$ cat config.mk
export PLATFORM = sky130hd
export DESIGN_NAME = regfile_scoreboard
export DESIGN_NICKNAME = d
export VERILOG_FILES = /design/src/rtl/regfile_scoreboard_pkg.sv /design/src/rtl/regfile_scoreboard_cnt.sv /design/src/rtl/regfile_scoreboard.sv
export SDC_FILE = /design/constraint.sdc
export NUM_CORES = 2
export LEC_CHECK = 0
export CAP_MARGIN = 20
export CORE_MARGIN = 2
export CORE_UTILIZATION = 44
export CTS_CLUSTER_DIAMETER = 50
export DETAILED_ROUTE_END_ITERATION = 16
export PLACE_DENSITY = 0.71
export SETUP_SLACK_MARGIN = 0.3
export SLEW_MARGIN = 10
export SYNTH_ARGS = -nofsm -noshare
export SYNTH_HDL_FRONTEND = slang
export SYNTH_SLANG_ARGS = --single-unit
$ cat constraint.sdc
create_clock -name clk -period 9.85 [get_ports clk]
set_input_delay 1.4775 -clock clk [delete_from_list [all_inputs] [get_ports clk]]
set_output_delay 1.4775 -clock clk [all_outputs]
set_load 0.005 [all_outputs]
$ cat src/rtl/regfile_scoreboard_pkg.sv
// -----------------------------------------------------------------------------
// common
//   Shared types for the integer register file and its pending-write
//   scoreboard: scalar aliases, default sizes, the counter type and the
//   read-port request/response bundles used inside regfile_scoreboard.
// -----------------------------------------------------------------------------
package common;

   typedef logic [4:0]  u5;
   typedef logic [63:0] u64;

   localparam int NREG_C    = 32;
   localparam int REG_CNT_W = 2;

   typedef logic [REG_CNT_W-1:0] cnt_t;

   typedef struct packed {
      u5 ra1;
      u5 ra2;
   } RF_READ_REQ;

   typedef struct packed {
      u64   rd1;
      u64   rd2;
      logic busy1;
      logic busy2;
   } RF_READ_RSP;

endpackage

$ cat src/rtl/regfile_scoreboard_cnt.sv
// -----------------------------------------------------------------------------
// rf_scoreboard_cnt
//   Per-register outstanding-writer counters. Decode increments a counter
//   when it reserves a destination; writeback decrements it. Produces the
//   issueReady and busy flags that decode uses for hazard stalls.
//
//   Optional feature macro: REGFILE_BYPASS_EN
//     When defined, busyN drops in the same cycle as the writeback that
//     retires the last outstanding writer of raN (unless raN is reserved
//     again in that cycle).
//
// Ports
//   clk, rst            clock; synchronous active-low reset
//   wbEn, wd            writeback strobe and destination
//   issueEn, issueRd    reservation strobe and destination
//   issueReady          0 when the issueRd counter is saturated
//   flush               clears every counter
//   ra1, ra2            read addresses being checked for hazards
//   busy1, busy2        read address has an outstanding writer
// -----------------------------------------------------------------------------
module rf_scoreboard_cnt
   import common::*;
#(
   parameter int NREG  = NREG_C,
   parameter int CNT_W = REG_CNT_W
) (
   input  logic       clk,
   input  logic       rst,
   input  logic       wbEn,
   input  logic [4:0] wd,
   input  logic       issueEn,
   input  logic [4:0] issueRd,
   input  logic       flush,
   input  logic [4:0] ra1,
   input  logic [4:0] ra2,
   output logic       issueReady,
   output logic       busy1,
   output logic       busy2
);

   localparam logic [CNT_W-1:0] CNT_MAX = '1;
   localparam logic [CNT_W-1:0] CNT_ONE = CNT_W'(1);

   logic [CNT_W-1:0] r_cnt [NREG];
   logic [NREG-1:0]  w_inc;
   logic [NREG-1:0]  w_dec;
   logic             w_issue_ready;
   logic             w_issue_go;
   logic             w_busy1_raw;
   logic             w_busy2_raw;

   assign w_issue_ready = (issueRd == 5'd0) || (r_cnt[issueRd] != CNT_MAX);
   assign w_issue_go    = issueEn && w_issue_ready;
   assign issueReady    = w_issue_ready;

   // NOTE: every signal written here gets a default first, so no path leaves
   // a bit unassigned and no latch is inferred.
   always_comb begin
      w_inc = '0;
      w_dec = '0;
      for (int r = 1; r < NREG; r++) begin
         w_inc[r] = w_issue_go && (issueRd == 5'(r));
         // A writeback at cnt==0 is stale (its reservation was flushed).
         w_dec[r] = wbEn && (wd == 5'(r)) && (r_cnt[r] != '0);
      end
   end

   // NOTE: sequential state uses non-blocking assignments only, so every
   // counter sees the pre-edge values of its neighbours.
   always_ff @(posedge clk) begin
      if (!rst) begin
         for (int r = 0; r < NREG; r++) r_cnt[r] <= '0;
      end else if (flush) begin
         for (int r = 0; r < NREG; r++) r_cnt[r] <= '0;
      end else begin
         // Entry 0 is never touched after reset, so x0 never looks busy.
         for (int r = 1; r < NREG; r++) begin
            case ({w_inc[r], w_dec[r]})
               2'b10:   r_cnt[r] <= r_cnt[r] + CNT_ONE;
               2'b01:   r_cnt[r] <= r_cnt[r] - CNT_ONE;
               default: r_cnt[r] <= r_cnt[r];
            endcase
         end
      end
   end

   assign w_busy1_raw = (ra1 != 5'd0) && (r_cnt[ra1] != '0);
   assign w_busy2_raw = (ra2 != 5'd0) && (r_cnt[ra2] != '0);

`ifdef REGFILE_BYPASS_EN
   // The value is forwarded this cycle, so the hazard clears as soon as the
   // last writer retires, unless a new writer is reserved at the same edge.
   assign busy1 = w_busy1_raw &&
                  !(wbEn && (wd == ra1) && (r_cnt[ra1] == CNT_ONE) && !w_inc[ra1]);
   assign busy2 = w_busy2_raw &&
                  !(wbEn && (wd == ra2) && (r_cnt[ra2] == CNT_ONE) && !w_inc[ra2]);
`else
   assign busy1 = w_busy1_raw;
   assign busy2 = w_busy2_raw;
`endif

endmodule

$ cat src/rtl/regfile_scoreboard.sv
// -----------------------------------------------------------------------------
// regfile_scoreboard
//   32x64 integer register file with a pending-write scoreboard. Writeback
//   commits results at the clock edge; two combinational read ports serve
//   decode together with per-port busy flags. x0 reads as zero and ignores
//   writes.
//
//   Optional feature macro: REGFILE_BYPASS_EN
//     When defined, a writeback to raN is forwarded to rdN in the same cycle.
//
// Ports
//   clk, rst            clock; synchronous active-low reset
//   wbEn, wd, wbData    writeback strobe, destination, data
//   ra1, ra2            read addresses
//   rd1, rd2            read data (combinational)
//   busy1, busy2        read address has an outstanding writer
//   issueEn, issueRd    decode reserves issueRd
//   issueReady          issueRd can accept another reservation
//   flush               clears every outstanding-writer counter
// -----------------------------------------------------------------------------
module regfile_scoreboard
   import common::*;
#(
   parameter int NREG  = NREG_C,
   parameter int CNT_W = REG_CNT_W
) (
   input  logic        clk,
   input  logic        rst,
   input  logic        wbEn,
   input  logic [4:0]  wd,
   input  logic [63:0] wbData,
   input  logic [4:0]  ra1,
   input  logic [4:0]  ra2,
   output logic [63:0] rd1,
   output logic [63:0] rd2,
   output logic        busy1,
   output logic        busy2,
   input  logic        issueEn,
   input  logic [4:0]  issueRd,
   output logic        issueReady,
   input  logic        flush
);

   logic [63:0] r_regs [NREG];
   RF_READ_REQ  w_req;
   RF_READ_RSP  w_rsp;
   logic        w_busy1;
   logic        w_busy2;

   // NOTE: the storage array is reset explicitly because architectural state
   // must read as zero after reset; this forces flops rather than a RAM macro.
   always_ff @(posedge clk) begin
      if (!rst) begin
         for (int r = 0; r < NREG; r++) r_regs[r] <= '0;
      end else if (wbEn && (wd != 5'd0)) begin
         r_regs[wd] <= wbData;
      end
   end

   rf_scoreboard_cnt #(
      .NREG  (NREG),
      .CNT_W (CNT_W)
   ) u_cnt (
      .clk        (clk),
      .rst        (rst),
      .wbEn       (wbEn),
      .wd         (wd),
      .issueEn    (issueEn),
      .issueRd    (issueRd),
      .flush      (flush),
      .ra1        (w_req.ra1),
      .ra2        (w_req.ra2),
      .issueReady (issueReady),
      .busy1      (w_busy1),
      .busy2      (w_busy2)
   );

   assign w_req.ra1 = ra1;
   assign w_req.ra2 = ra2;

   always_comb begin
      w_rsp       = '0;
      w_rsp.rd1   = (w_req.ra1 == 5'd0) ? 64'd0 : r_regs[w_req.ra1];
      w_rsp.rd2   = (w_req.ra2 == 5'd0) ? 64'd0 : r_regs[w_req.ra2];
`ifdef REGFILE_BYPASS_EN
      if (wbEn && (wd == w_req.ra1) && (w_req.ra1 != 5'd0)) w_rsp.rd1 = wbData;
      if (wbEn && (wd == w_req.ra2) && (w_req.ra2 != 5'd0)) w_rsp.rd2 = wbData;
`endif
      w_rsp.busy1 = w_busy1;
      w_rsp.busy2 = w_busy2;
   end

   assign rd1   = w_rsp.rd1;
   assign rd2   = w_rsp.rd2;
   assign busy1 = w_rsp.busy1;
   assign busy2 = w_rsp.busy2;

endmodule

=== Word-level counts from Yosys, hierarchy flattened ===
Memory sizes are Yosys's and may differ from the RTL's.
Index checks and enable logic that the tools add are counted.

* Add/subtract/negate cells: 62
* Eq/ne operators: 125
* Muxes and demuxes: 509
* Bitwise operators: 125
* Reductions and logical operators: 169

{| class="wikitable"
|+ Operators with widths
! kind !! number
|-
| $mux W1 || 380
|-
| $mux W2 || 125
|-
| $mux W64 || 3
|-
| $eq A5 B5 Y1 const B || 32
|-
| $or A1 B1 Y1 || 125
|-
| $logic_and A1 B1 Y1 || 97
|-
| $eq A5 B4 Y1 const B || 16
|-
| $reduce_bool A2 Y1 || 33
|-
| $reduce_or A64 Y1 || 1
|-
| $add A2 B1 Y2 const B || 31
|-
| $eq A2 B1 Y1 const B || 31
|-
| $eq A2 B2 Y1 const B || 31
|-
| $reduce_or A2 Y1 || 31
|-
| $sub A2 B1 Y2 const B || 31
|-
| $eq A5 B3 Y1 const B || 8
|-
| $eq A5 B2 Y1 const B || 4
|-
| $logic_not A5 Y1 || 3
|-
| $reduce_bool A5 Y1 || 3
|-
| $eq A5 B1 Y1 const B || 2
|-
| $mux W5 || 1
|-
| $ne A2 B2 Y1 const B || 1
|-
| $logic_or A1 B1 Y1 || 1
|}

* Register bits: 0
* RAM bits: 2112
* Output and inout port bits: 131
* Word-level logic and storage cells: 992
* Memories kept: 2

{| class="wikitable"
|+ Memories
! name !! words !! bits a word !! read ports !! clocked after Yosys merged registers in !! wr ports !! line !! source
|-
| r_regs || 32 || 64 || 2 || 0 || 32 || regfile_scoreboard.sv:44 || <nowiki>logic [63:0] r_regs [NREG];</nowiki>
|-
| u_cnt.r_cnt || 32 || 2 || 34 || 0 || 32 || regfile_scoreboard_cnt.sv:44 || <nowiki>logic [CNT_W-1:0] r_cnt [NREG];</nowiki>
|}

=== Depth between registers and ports, before layout ===
An unclocked memory read counts as a cell.

* Depth in word-level cells: 13
* Mapped depth: 13
* Mapped depth without buffers: 9

=== Hierarchy ===
From an unflattened synthesis, not the netlist that was laid out.

* Cell total of the unflattened synthesis: 7671
* Area, all modules: 114011.8 sq um

{| class="wikitable"
|+ Modules (own cells, without submodules)
! module !! instances !! cells an instance !! area an instance (sq um) !! sequential area each (sq um)
|-
| regfile_scoreboard || 1 || 7028 || 108089.9 || 61499.0
|-
| rf_scoreboard_cnt || 1 || 643 || 5921.9 || 1861.8
|}

=== Worst setup path before layout ===
OpenSTA, ideal clock, no wires.

* Kind: input to register
* Start: input wbEn
* End: memory r_regs[12][0], enable pin
* Library setup time: 0.574 ns
* Arrival: 6.745 ns
* Required time: 9.276 ns
* Path slack: 2.530 ns
* Stages on the path: 6
* Buffers on the path: 2
* Path through: clkbuf_1 -> nand2_1 -> nor3_1 -> nand2_1 -> clkbuf_1 -> o21ai_0

{| class="wikitable"
|+ RTL lines
! element !! line !! source
|-
| start: declaration || regfile_scoreboard.sv:29 || <nowiki>input logic wbEn,</nowiki>
|-
| end: declaration || regfile_scoreboard.sv:44 ||
|}

=== Final worst setup path ===
* Start: input ra2[0]
* End: output rd2[54]

* Longest elaborated chain between the ends: 2

{| class="wikitable"
|+ Ends and longest elaborated chain
! element !! line !! source
|-
| start: declaration || regfile_scoreboard.sv:33 || <nowiki>input logic [4:0] ra2,</nowiki>
|-
| $mem_v2 Z32 W64 / $logic_not A5 Y1 (equally long branches) || n/a ||
|-
| $mux W64 (*) || regfile_scoreboard.sv:84 || <nowiki>w_rsp.rd2 = (w_req.ra2 == 5'd0) ? 64'd0 : r_regs[w_req.ra2];</nowiki>
|-
| end: declaration || regfile_scoreboard.sv:35 || <nowiki>output logic [63:0] rd2,</nowiki>
|}

Mark *: on every way between the ends. The rest lies on a longest branch, timed or not.

==> results_dict.tcl <==
set metrics [dict create \
    vias_per_cell 6.67 \
    synthArstFlopShare_pct 0 \
    cts_root_buffer "clkbuf_16" \
    core_area_mm2 0.257 \
    fin_util_pct 49.8 \
    synthesis.instances 7150 \
    timing.hold.ws_ps 627 \
    htreeDepth 5 \
    wire_per_inst_um 35.2 \
    track_usage_pct 28.5 \
    syn_to_final_growth_pct 12.5 \
    cp-start-kind "primary input" \
    synthesis.area_mm2 0.114 \
    die_h_um 512 \
    cts_tree "done" \
    synth.ff_latch_count 2110 \
    fill_cells 21000 \
    die-area_mm2 0.262 \
    p_leak_nw 44.4 \
    path_max_fanout 54 \
    grt_pass1_vias 72100 \
    hp-class "reg2reg" \
    cts.clk_slew.worst_paths_ps 50 \
    powerDensity_mw_per_mm2 181 \
    vias 71400 \
    antenna_left 1 \
    fin_setup_tns_ps 0 \
    top_layer_used "met5" \
    dr_wl_met2_um 178000 \
    tightest_slew_ps 1230 \
    dp_hpwl_um 203000 \
    start_util_pct 44.2 \
    fin_crit_sh_pct 68.1 \
    ys_top_cells_by_area "edfxtp_1 56%, mux4_2 23%, and2_1 10%, mux2i_1 2.3%, clkbuf_1 1.9%" \
    die_w_um 512 \
    hold_viol_final 0 \
    rows 186 \
    cts_buffers 282 \
    skew_ps 47.6 \
    num-nets-final 7259 \
    cts_setup_buffers 0 \
    synth_edf_count 2110 \
    clock-sinks 2110 \
    cts.repair.resized 0 \
    rsz0062_at_grt "false" \
    ys_warn_count 0 \
    slew_violations 0 \
    critPathKind "in2out" \
    clk_latency_ps 920 \
    first_pass_iters 8 \
    max_slew_margin_pct 18.1 \
    avgSynthCellArea_um2 15.9 \
    end_kind "primary output" \
    vdd_ir_drop_max_mv 0.190 \
    drtIter0Drc 11100 \
    dpl.cell_count 10200 \
    grt.overflow.total 0 \
    min_period_ps 6700 \
    ios 220 \
    fmax_mhz 149 \
    setup_violations 0 \
    cp.arrival_ps 5230 \
    cts-hold-fix-buffers 0 \
    ys_types 60 \
    gp_congestion 0.848 \
    cp_data_required_time_ps 8370 \
    wirelength_um 377000 \
    drc_errors 0 \
    cts_buffer_depth 4 \
    yosysSeqAreaShare_pct 55.7 \
    grt_pass1_wl_um 532000 \
    synth_top_area_share_pct 55.7 \
    status "finished, violations left" \
    violations "antenna rules" \
    max_cap_violations 0 \
    grt_max_degree 131 \
    fin_cells 10700 \
    portBuffers 219 \
    synth_top_flop_cell "edfxtp_1" \
    drive_gt1_share_pct 25.1 \
    route.met3.wl_um 46900 \
    antenna_found_initial 42 \
    yosys.area.top_type "edfxtp_1" \
    wl_met1_um 131000 \
    total_power_mw 23.2 \
]
[report_power, final]
part / total [mW] / switching, mW / internal [mW]
registers: 10.6 / 0.256 / 10.4
clock network: 9.77 / 3.97 / 5.80
logic: 2.78 / 1.52 / 1.26
total: 23.2 / 5.75 / 17.4
[final cells by class]
class	count	area (µm²)	share of cell area, %
timing repair buffer	384	3810	2.98
tap	3384	4230	3.31
inverter	56	213	0.166
multi-input combinational	4271	47500	37.2
sequential	2110	63400	49.5
clock inverter	152	1390	1.09
antenna	31	77.6	0.0606
clock buffer	325	7300	5.71
[cells in the final DEF, fill, tap and decap left out, types with 5 or more instances in the layout]
| cell | count |
|---|---|
| nand2b_1 | 20 |
| o21ai_4 | 27 |
| nor4_1 | 5 |
| nand2_1 | 38 |
| clkinvlp_4 | 21 |
| and2_1 | 1863 |
| buf_12 | 27 |
| clkinv_1 | 40 |
| clkbuf_1 | 39 |
| edfxtp_1 | 2110 |
| clkbuf_16 | 286 |
| o21ai_0 | 22 |
| nor3_1 | 47 |
| nand4_1 | 21 |
| inv_6 | 23 |
| conb_1 | 64 |
| diode_2 | 31 |
| or3_1 | 18 |
| a21o_1 | 128 |
| nand3_1 | 16 |
| nor2_1 | 84 |
| a211oi_1 | 7 |
| clkinv_2 | 30 |
| mux2i_1 | 264 |
| inv_1 | 54 |
| nor2_4 | 28 |
| buf_4 | 141 |
| clkinv_4 | 19 |
| xor2_1 | 14 |
| and3_1 | 130 |
| o22ai_1 | 128 |
| bufinv_16 | 18 |
| mux4_2 | 1174 |
| a21oi_1 | 19 |
| buf_8 | 6 |
| nand3b_1 | 17 |
| ha_1 | 65 |
| xnor2_1 | 14 |
| nor2b_1 | 5 |
| clkdlybuf4s50_1 | 208 |
[final timing paths]
check	end	slack, ps	cells past startpoint	start
setup / recovery	rd2[54]	3150	7	ra2[0]
hold / removal	u_cnt.r_cnt[13][0]	630	1	u_cnt.r_cnt[13][0]
setup reg to reg	u_cnt.r_cnt[15][1]	6730	8	u_cnt.r_cnt[11][0]
hold reg to reg	u_cnt.r_cnt[13][0]	630	1	u_cnt.r_cnt[13][0]
[cells by family after synthesis]
family                     share of synthesized area, %
xor gates and xnor gates                          0.216
buffers and inverters                              3.19
muxes                                              25.6
DFF                                                55.7
other                                           0.00330
AOI/OAI and AO/OA                                  2.07
adders and majority gates                         0.715
and+or+nand+nor                                    12.4
[flip-flops by register name, summed over array words and instances (netlist names)]
name,count
r_regs,2048
u_cnt.r_cnt,62
[stage by stage]
| step | cell area [µm²] | setup slack [ps] |
|---|---|---|
| 2_1_floorplan | 114000 | 2530 |
| 3_3_place_gp | 119000 | 3220 |
| 3_5_place_dp | 119000 | 3220 |
| 4_1_cts | 128000 | 3210 |
| 5_1_grt | 128000 | 3020 |
| 6_report | 128000 | 3150 |
[Yosys cell counts (25+ instances only)]
cell and n:
nor3_1 47, mux2i_1 264, buf_4 25, buf_6 39, nor2_1 112, inv_1 55
ha_1 65, and3_1 131, nand2_1 38, mux4_2 1174, edfxtp_1 2110, and2_1 1863
o21ai_0 49, clkbuf_1 569, buf_2 89, buf_1 54, nand2b_1 25, a21o_1 130
o22ai_1 128
[worst max-delay path: stages]
cell and delay, ps:
buf_8 530, buf_4 800, mux4_2 610, mux2i_1 790, o22ai_1 210, a21o_1 240, clkdlybuf4s50_1 450
[routing by layer]
metal | up-vias | GRT usage (%)
li1 | 27700 | -
met1 | 37400 | 36.5
met2 | 5295 | 44.9
met3 | 1073 | 7.23
met4 | 20 | 14.6
met5 | - | 0
Power figures use the tool's default switching activity.
